===== config.mk =====
export PLATFORM = sky130hd
export DESIGN_NAME = product_accumulator
export DESIGN_NICKNAME = d
export VERILOG_FILES = /design/src/rtl/product_accumulator.sv
export SDC_FILE = /design/constraint.sdc
export NUM_CORES = 1
export LEC_CHECK = 0
export BUFFER_PORTS_ARGS = -buffer_cell sky130_fd_sc_hd__buf_2
export CAP_MARGIN = 30
export CORE_MARGIN = 5
export CORE_UTILIZATION = 47
export DETAILED_ROUTE_END_ITERATION = 10
export PLACE_DENSITY = 0.82
export SYNTH_ARGS = -nofsm -noshare
export SYNTH_HDL_FRONTEND = slang
export SYNTH_SLANG_ARGS = --single-unit

===== constraint.sdc =====
create_clock -name clk -period 2.2 [get_ports clk]
set_clock_uncertainty 0.2 [all_clocks]
set_input_delay 0.22 -clock clk [delete_from_list [all_inputs] [get_ports clk]]
set_output_delay 0.22 -clock clk [all_outputs]
set_load 0.03 [all_outputs]

===== src/rtl/product_accumulator.sv =====
// -----------------------------------------------------------------------------
// product_accumulator
//
// Sits directly downstream of the 4x4 array multiplier. It takes unsigned
// products over a valid/ready handshake, sums LEN of them into one ACC_W-bit
// dot-product result, offers that result on a valid/ready output and then
// starts the next sum.
//
// Parameters
//   PROD_W  width of incoming product                (default 8)
//   ACC_W   accumulator/result width, ACC_W >= PROD_W (default 16)
//   LEN     products per result, LEN >= 1             (default 4)
//
// Ports
//   clk         in   1       clock, all state updates on the rising edge
//   rst         in   1       synchronous active-high reset
//   prod_valid  in   1       upstream product valid
//   prod_ready  out  1       product accepted this cycle when valid
//   prod        in   PROD_W  product value, unsigned
//   clear       in   1       synchronous flush of the partial sum (ACCUM only)
//   acc_valid   out  1       result valid
//   acc_ready   in   1       downstream accepts result
//   acc_out     out  ACC_W   accumulated result, unsigned, registered
//   ovf         out  1       sticky overflow flag for the current result
//
// Build option
//   ACC_SAT_EN  when defined, acc_out clamps to all-ones on overflow;
//               otherwise it wraps modulo 2^ACC_W. ovf sets in both cases.
// -----------------------------------------------------------------------------
module product_accumulator #(
  parameter int unsigned PROD_W = 8,
  parameter int unsigned ACC_W  = 16,
  parameter int unsigned LEN    = 4
) (
  input  logic              clk,
  input  logic              rst,
  input  logic              prod_valid,
  output logic              prod_ready,
  input  logic [PROD_W-1:0] prod,
  input  logic              clear,
  output logic              acc_valid,
  input  logic              acc_ready,
  output logic [ACC_W-1:0]  acc_out,
  output logic              ovf
);

  localparam int unsigned CntW = $clog2(LEN + 1);
  localparam logic [CntW-1:0] CntLast = CntW'(LEN - 1);

  // Elaboration-time sanity checks on the parameter set.
  if (ACC_W < PROD_W) begin : g_acc_w_check
    $error("product_accumulator: ACC_W must be >= PROD_W");
  end
  if (LEN < 1) begin : g_len_check
    $error("product_accumulator: LEN must be >= 1");
  end

  typedef enum logic [0:0] {
    StAccum,
    StHold
  } state_e;

  state_e            state_q, state_d;
  logic [CntW-1:0]   cnt_q, cnt_d;
  logic [ACC_W-1:0]  acc_q, acc_d;
  logic              ovf_q, ovf_d;

  logic              beat;
  logic              last_beat;
  logic [ACC_W:0]    sum;
  logic              carry;

  // ---------------------------------------------------------------------------
  // FSM: state register
  // ---------------------------------------------------------------------------
  always_ff @(posedge clk) begin
    if (rst) begin
      state_q <= StAccum;
    end else begin
      state_q <= state_d;
    end
  end

  // ---------------------------------------------------------------------------
  // FSM: next-state logic
  // ---------------------------------------------------------------------------
  always_comb begin
    state_d = state_q;
    unique case (state_q)
      StAccum: begin
        if (last_beat) begin
          state_d = StHold;
        end
      end
      StHold: begin
        if (acc_ready) begin
          state_d = StAccum;
        end
      end
      default: state_d = StAccum;
    endcase
  end

  // ---------------------------------------------------------------------------
  // FSM: outputs
  // prod_ready is a function of state, clear and rst only, so there is no
  // combinational path from prod/prod_valid to any output.
  // ---------------------------------------------------------------------------
  always_comb begin
    prod_ready = 1'b0;
    acc_valid  = 1'b0;
    unique case (state_q)
      StAccum: prod_ready = !rst && !clear;
      StHold:  acc_valid  = 1'b1;
      default: begin
        prod_ready = 1'b0;
        acc_valid  = 1'b0;
      end
    endcase
  end

  assign beat      = prod_valid && prod_ready;
  assign last_beat = beat && (cnt_q == CntLast);

  // One extra bit catches the carry-out that drives ovf.
  assign sum   = {1'b0, acc_q} + {{(ACC_W + 1 - PROD_W){1'b0}}, prod};
  assign carry = sum[ACC_W];

  // ---------------------------------------------------------------------------
  // Datapath next-state
  // ---------------------------------------------------------------------------
  always_comb begin
    acc_d = acc_q;
    cnt_d = cnt_q;
    ovf_d = ovf_q;
    unique case (state_q)
      StAccum: begin
        if (clear) begin
          acc_d = '0;
          cnt_d = '0;
          ovf_d = 1'b0;
        end else if (beat) begin
`ifdef ACC_SAT_EN
          // Once clamped, acc_q is all-ones: any non-zero product carries
          // again and a zero product leaves it unchanged, so it stays clamped.
          acc_d = carry ? {ACC_W{1'b1}} : sum[ACC_W-1:0];
`else
          acc_d = sum[ACC_W-1:0];
`endif
          ovf_d = ovf_q | carry;
          cnt_d = last_beat ? '0 : cnt_q + CntW'(1);
        end
      end
      StHold: begin
        // Result and flag are frozen until the handshake completes.
        if (acc_ready) begin
          acc_d = '0;
          ovf_d = 1'b0;
        end
      end
      default: begin
        acc_d = '0;
        cnt_d = '0;
        ovf_d = 1'b0;
      end
    endcase
  end

  always_ff @(posedge clk) begin
    if (rst) begin
      acc_q <= '0;
      cnt_q <= '0;
      ovf_q <= 1'b0;
    end else begin
      acc_q <= acc_d;
      cnt_q <= cnt_d;
      ovf_q <= ovf_d;
    end
  end

  assign acc_out = acc_q;
  assign ovf     = ovf_q;

`ifndef SYNTHESIS
  // A pending result must not move while downstream stalls.
  a_hold_stable : assert property (@(posedge clk)
    (!rst && acc_valid && !acc_ready) |=> (acc_valid && $stable(acc_out) && $stable(ovf)));

  a_no_ready_in_hold : assert property (@(posedge clk) acc_valid |-> !prod_ready);

  a_no_ready_in_rst : assert property (@(posedge clk) rst |-> !prod_ready);

  a_rst_state : assert property (@(posedge clk)
    rst |=> (!acc_valid && (acc_out == '0) && !ovf));
`endif

endmodule


Word-level counts from Yosys, hierarchy flattened --
Index checks and enable logic that the tools add are counted.
Operators by class: add/subtract/negate cells 2, eq/ne operators 3, multiplexer cells 16, bitwise logic cells 2, reductions and logical operators 8
Operator list (number):
- $mux 16 | 3
- $pmux 16 s2 | 1
- $add 16x8->17 | 1
- $mux 3 | 3
- $mux 1 | 7
- $pmux 1 s2 | 2
- $reduce_and 2->1 | 2
- $add 3x1->3 const B | 1
- $eq 3x2->1 const B | 1
- $logic_and 1x1->1 | 3
- $ne 3x3->1 const B | 1
- $logic_not 1->1 | 2
- $ne 2x2->1 const B | 1
- $reduce_bool 2->1 | 1
- $not 1->1 | 1
- $or 1x1->1 | 1
Word-level totals: register bits after elaboration 21, input bits 13, output and inout port bits 19, logic and storage cells 35

Depth between registers and ports, before layout --
depth in word-level cells 8, gate-level depth with buffers 8, mapped depth without buffers 8

Worst setup path before layout --
OpenSTA, ideal clock, no wires.
kind flip-flop to flip-flop, start register acc_q[0] (netlist: acc_out[0]), end register acc_q[14] (netlist: acc_out[14]), setup time 0.070 ns, arrival time 2.204 ns, data required time 1.930 ns, path slack -0.274 ns, cell stages (with the launch flop) 9, buffers on the path 0, period minus slack after synthesis 2.474 ns, cells stage by stage dfxtp_1 ha_1 inv_1 fa_1 nand2b_1 a211oi_2 o211ai_2 or3_1 a21oi_1
On the way: word-level cells in the longest chain between the ends 4
RTL lines:
- start: declaration | line 65 | logic [ACC_W-1:0] acc_q, acc_d;
- start signal: assignment | line 171 | acc_q <= '0;
- start signal: assignment | line 175 | acc_q <= acc_d;
- $add 16x8->17 | line 126 | assign sum = {1'b0, acc_q} + {{(ACC_W + 1 - PROD_W){1'b0}}, prod};
- $mux 16 | line 142 | end else if (beat) begin
- $mux 16 | line 138 | if (clear) begin
- $pmux 16 s2 | line 136 | unique case (state_q)
Every way passes these cells. The select of a mux whose other input is x is not followed. A chain may end at the register's enable or synchronous reset.

Worst setup path after layout --
start register acc_q[0] (netlist: acc_out[0]), end register acc_q[6] (netlist: acc_out[6])
Same word-level chain as after synthesis.

==> results <==
- The share of layout cells above drive strength 1 is 30.6%.
- For the pin with the worst max-slew slack, the measured transition is 0.555 ns.
- The first detailed-routing pass took 4 iterations.
- The async set-reset flop share out of synthesis is 0%.
- The kind of cell with the highest combined delay on the critical path is simple AND/OR/NAND/NOR gates.
- Timing would allow up to 455 MHz.
- Once the floorplan was initialized, standard cells occupied 47.8% of the core.
- The area of the core is 0.00271 sq mm.
- The number of hold-repair buffers added at the cts stage is 0.
- In this run the mean area of a mapped cell was 8.47 sq um.
- The floorplan has 19 rows.
- The largest driver fanout on the critical path is 3.
- Among all flip-flop cells after synthesis, the most frequent one is sky130_fd_sc_hd__dfxtp_1.
- The adder-cell area share of the yosys netlist is 10.2%.
- The simple-gate share of the synthesized area is 20.6%.
- The die extent in y is 62.5 um.
- Counting flops and latches in the post-synthesis netlist gives 21.
- The instance count of the mapped netlist is 153.
- The CTS tree is built.
- The count of buffers added on input and output ports is 31.
- The final count of hold timing violations is 0.
- When the netlist entered floorplanning its net count stood at 176.
- The weighted congestion reported at the end of routability-driven placement is 0.891.
- The area of the mapped netlist is 0.00130 sq mm.
- Final hold analysis gives a worst-case slack of 0.0154 ns.
- TritonCTS created 3 clock buffers.
- The overall power is 786 uW.
- The fraction of power consumed by sequential logic is 50.5%.
- The via count is 1354.
- Dividing the detail-routed via count by the number of cells gives 6.04.
- The overall die width is 62.5 um.
- The number of enable flip-flop cells after synthesis is 0.
- The part of the cycle the worst path needs is 99.9%.
- The tightest min-delay check is of the in -> reg type.
- The switching power summed over all nets is 254 uW.
- The final instance area is 0.00161 sq mm.
- The I/O pin count is 32.
- The worst path meets setup with 0.00123 ns of slack.
- The via count of the first global-routing pass is 1240.
- Net switching is 32.3% of the power.
- The post-synthesis xor/xnor area fraction is 4.73%.
- The minimum period implied by the final worst setup slack is 2.20 ns.
- The dominant combinational cell family by area after synthesis is compound AO/OA/AOI/OAI gates.
- Counting every sink on the clock net gives 21.
- The data arrival time of the critical path is 2.23 ns.
- Measured against its own limit, the worst slew margin works out to 62.6%.
- For this run, design rule violations remaining after detail routing come to 0.
- The area of placed instances is 0.00154 sq mm.
- The pre-CTS setup slack is -0.0154 ns.
- The number of warning messages in the yosys log is 0.
- The sum of overflow across all layers after global routing is 0.
- The clock transition at the register clock pins on the worst setup and hold paths after CTS is 0.13 ns.
- Traced cell by cell, the critical path runs through ha_4 > inv_2 > fa_2 > nand2b_4 > buf_6 > a21oi_2 > o21a_1 > or3_1 > a32o_1.
- The longest individual stage delay on the worst path is 0.38 ns.
- Per report_power, the clock group accounts for 25.8% of the total.
- The combinational power share is 23.7%.
- Dividing total power by cell area gives a power density of 489 mW/mm^2.
- The iteration-0 DRC count of the detailed router is 75.
- Counting distinct cell types in the post-synthesis netlist gives 44.
- The count of pins over their slew limit came to 0.
- The critical path class is reg -> reg.
- Setup repair after global routing could not meet its margin everywhere.
- The critical path capture point type is a register.
- The post-synthesis sequential area ratio is 32.4%.
- The half-perimeter wire length after placement is 2680 um.
- For the worst setup path, the data required time is 2.23 ns.
- IR analysis of the VDD net gives a maximum drop of 0.398 mV.
- The number of antenna violations at the first check in global routing is 0.
- After detailed routing, the average wire length per cell comes to 15.6 um.
- The run finished with clean final reports.
- Global routing consumed, over all layers together, 17.2% of the routing resources.
- No sink is reached through more buffers than the 2 on the longest clock path.
- The slowest cell on the critical path is sky130_fd_sc_hd__dfxtp_4.
- The wire length of the first global-routing pass is 5570 um.
- The critical path launch point type is a register.
- The floorplan die area is 0.00391 sq mm.
- 0 antenna diodes ended up in the layout.
- Entering global routing, the biggest net connects 15 pins.
- The detail route stage leaves a number of antenna-violating nets equal to 0.
- In this run the clock root is driven by a sky130_fd_sc_hd__clkbuf_4.
- In this run the number of H-tree levels came out at 1.
- Counting both buffers and inverters, the worst setup path holds a total of 2.
- The fraction of synthesized area in multiplexers is 0.772%.
- Summed over all cells, the static leakage comes to 0.701 nW.
- The fraction of the mapped netlist area in compound gates is 28.6%.
- The internal power component is 532 uW.
- Setup violations remaining at the end of the flow were counted as 0.
- The overall routed net length is 3500 um.
- At the later pin of the worst-skew pair, clock insertion delay measures 0.32 ns.
- For this run, the post-layout net count is 217.
- The max-capacitance violation count is 0.
- The synthesis-to-finish area growth is 24.0%.
- The filler cell count in the final layout is 254.
[cell usage in the layout (no fill, tap or decap), types with 3 or more instances in the layout]
| master | Yosys | layout |
|---|---|---|
| sky130_fd_sc_hd__o21ai_0 | 11 | 10 |
| sky130_fd_sc_hd__ha_1 | 9 | 8 |
| sky130_fd_sc_hd__nand2b_1 | 5 | 4 |
| sky130_fd_sc_hd__o211ai_1 | 3 | 3 |
| sky130_fd_sc_hd__nand3_1 | 6 | 6 |
| sky130_fd_sc_hd__nor2_1 | 14 | 14 |
| sky130_fd_sc_hd__o21a_1 | 3 | 3 |
| sky130_fd_sc_hd__buf_2 | 0 | 31 |
| sky130_fd_sc_hd__buf_4 | 1 | 7 |
| sky130_fd_sc_hd__xor2_1 | 3 | 3 |
| sky130_fd_sc_hd__nand2_1 | 11 | 11 |
| sky130_fd_sc_hd__inv_1 | 5 | 4 |
| sky130_fd_sc_hd__or3_1 | 6 | 6 |
| sky130_fd_sc_hd__xnor2_1 | 4 | 4 |
| sky130_fd_sc_hd__dfxtp_1 | 21 | 19 |
| sky130_fd_sc_hd__clkbuf_4 | 0 | 3 |
| sky130_fd_sc_hd__a21oi_1 | 16 | 15 |
[cell usage after synthesis, drive strengths merged (3+ instances only)]
library cell	number	area share, %
a211oi	3	2.5
nand2b	5	2.4
xnor2	4	2.7
a21oi	16	6.2
xor2	3	2.0
or3	6	2.9
inv	5	1.4
o211ai	4	2.7
nand2	11	3.2
o21a	4	2.4
nor2	14	4.1
ha	9	8.7
dfxtp	21	32
o21ai	11	4.2
nand3	6	2.3
[registers in the layout (all words and copies together), names as in the netlist]
register	flops
ovf	1
cnt_q	3
state_q	1
acc_out	16
[power groups by stage]
stage          Combinational [mW]  Sequential, mW  Clock (mW)
2_1_floorplan               0.108           0.421           0
3_3_place_gp                0.168           0.405           0
5_1_grt                     0.201           0.399       0.226
6_report                    0.186           0.397       0.203
4_1_cts                     0.177           0.397       0.203
3_5_place_dp                0.176           0.405           0
[stage by stage]
step / utilization, % / TNS (ns) / instances
final: 59.3 / 0 / 224
after detailed placement: 56.7 / -0.0154 / 216
after global routing: 59.3 / -0.124 / 224
after floorplan: - / -0.0345 / 153
after CTS: 58.1 / 0 / 221
after global placement: 56.7 / 0 / 216
[cell type report]
class	count	area [sq um]	share of cell area, %
tap	31	38.8	2.41
clock inverter	1	5.00	0.311
multi-input combinational	124	878	54.6
inverter	5	18.8	1.17
sequential	21	425	26.5
clock buffer	3	22.5	1.40
timing repair buffer	39	219	13.6
[worst reg2reg max path, stage by stage, from the launching register on]
cell                       delay, ns
sky130_fd_sc_hd__dfxtp_4        0.38
sky130_fd_sc_hd__ha_4           0.16
sky130_fd_sc_hd__inv_2          0.05
sky130_fd_sc_hd__fa_2           0.20
sky130_fd_sc_hd__nand2b_4       0.15
sky130_fd_sc_hd__buf_6          0.11
sky130_fd_sc_hd__a21oi_2        0.04
sky130_fd_sc_hd__o21a_1         0.20
sky130_fd_sc_hd__or3_1          0.36
sky130_fd_sc_hd__a32o_1         0.26
[timing repair]
item	in CTS	in global routing
gates resized for setup	1	4
setup endpoints to repair	1	2
setup buffers	1	3
pin swaps	1	3
[final timing paths]
check	startpoint	end	slack (ns)	cells past startpoint
setup reg to reg	acc_out[0]$_SDFFE_PP0P_	acc_out[6]$_SDFFE_PP0P_	0.001	9
hold / removal	clear	cnt_q[2]$_SDFFE_PP0P_	0.02	4
hold reg to reg	cnt_q[2]$_SDFFE_PP0P_	cnt_q[2]$_SDFFE_PP0P_	0.29	2
setup / recovery	acc_out[0]$_SDFFE_PP0P_	acc_out[6]$_SDFFE_PP0P_	0.001	9
[cells by family (layout without fill, tap and decap cells)]
| kind of cell | Yosys count | after routing |
|---|---|---|
| XOR/XNOR | 7 | 7 |
| AO/OA/AOI/OAI | 53 | 53 |
| adder cells (fa/ha/maj) | 10 | 10 |
| AND/OR/NAND/NOR | 53 | 53 |
| buffers and inverters | 8 | 48 |
| multiplexers | 1 | 1 |
| flip-flops | 21 | 21 |
[metal layers]
layer / wire length (um) / track usage, % / share of wire [%]
met1: 1550 / 21.7 / 44
met2: 1700 / 28.5 / 49
met3: 183 / 3.42 / 5.2
met4: 72 / 6.37 / 2.1
met5: 0 / 0 / 0
No activity file was read; power rests on OpenSTA's default activity.
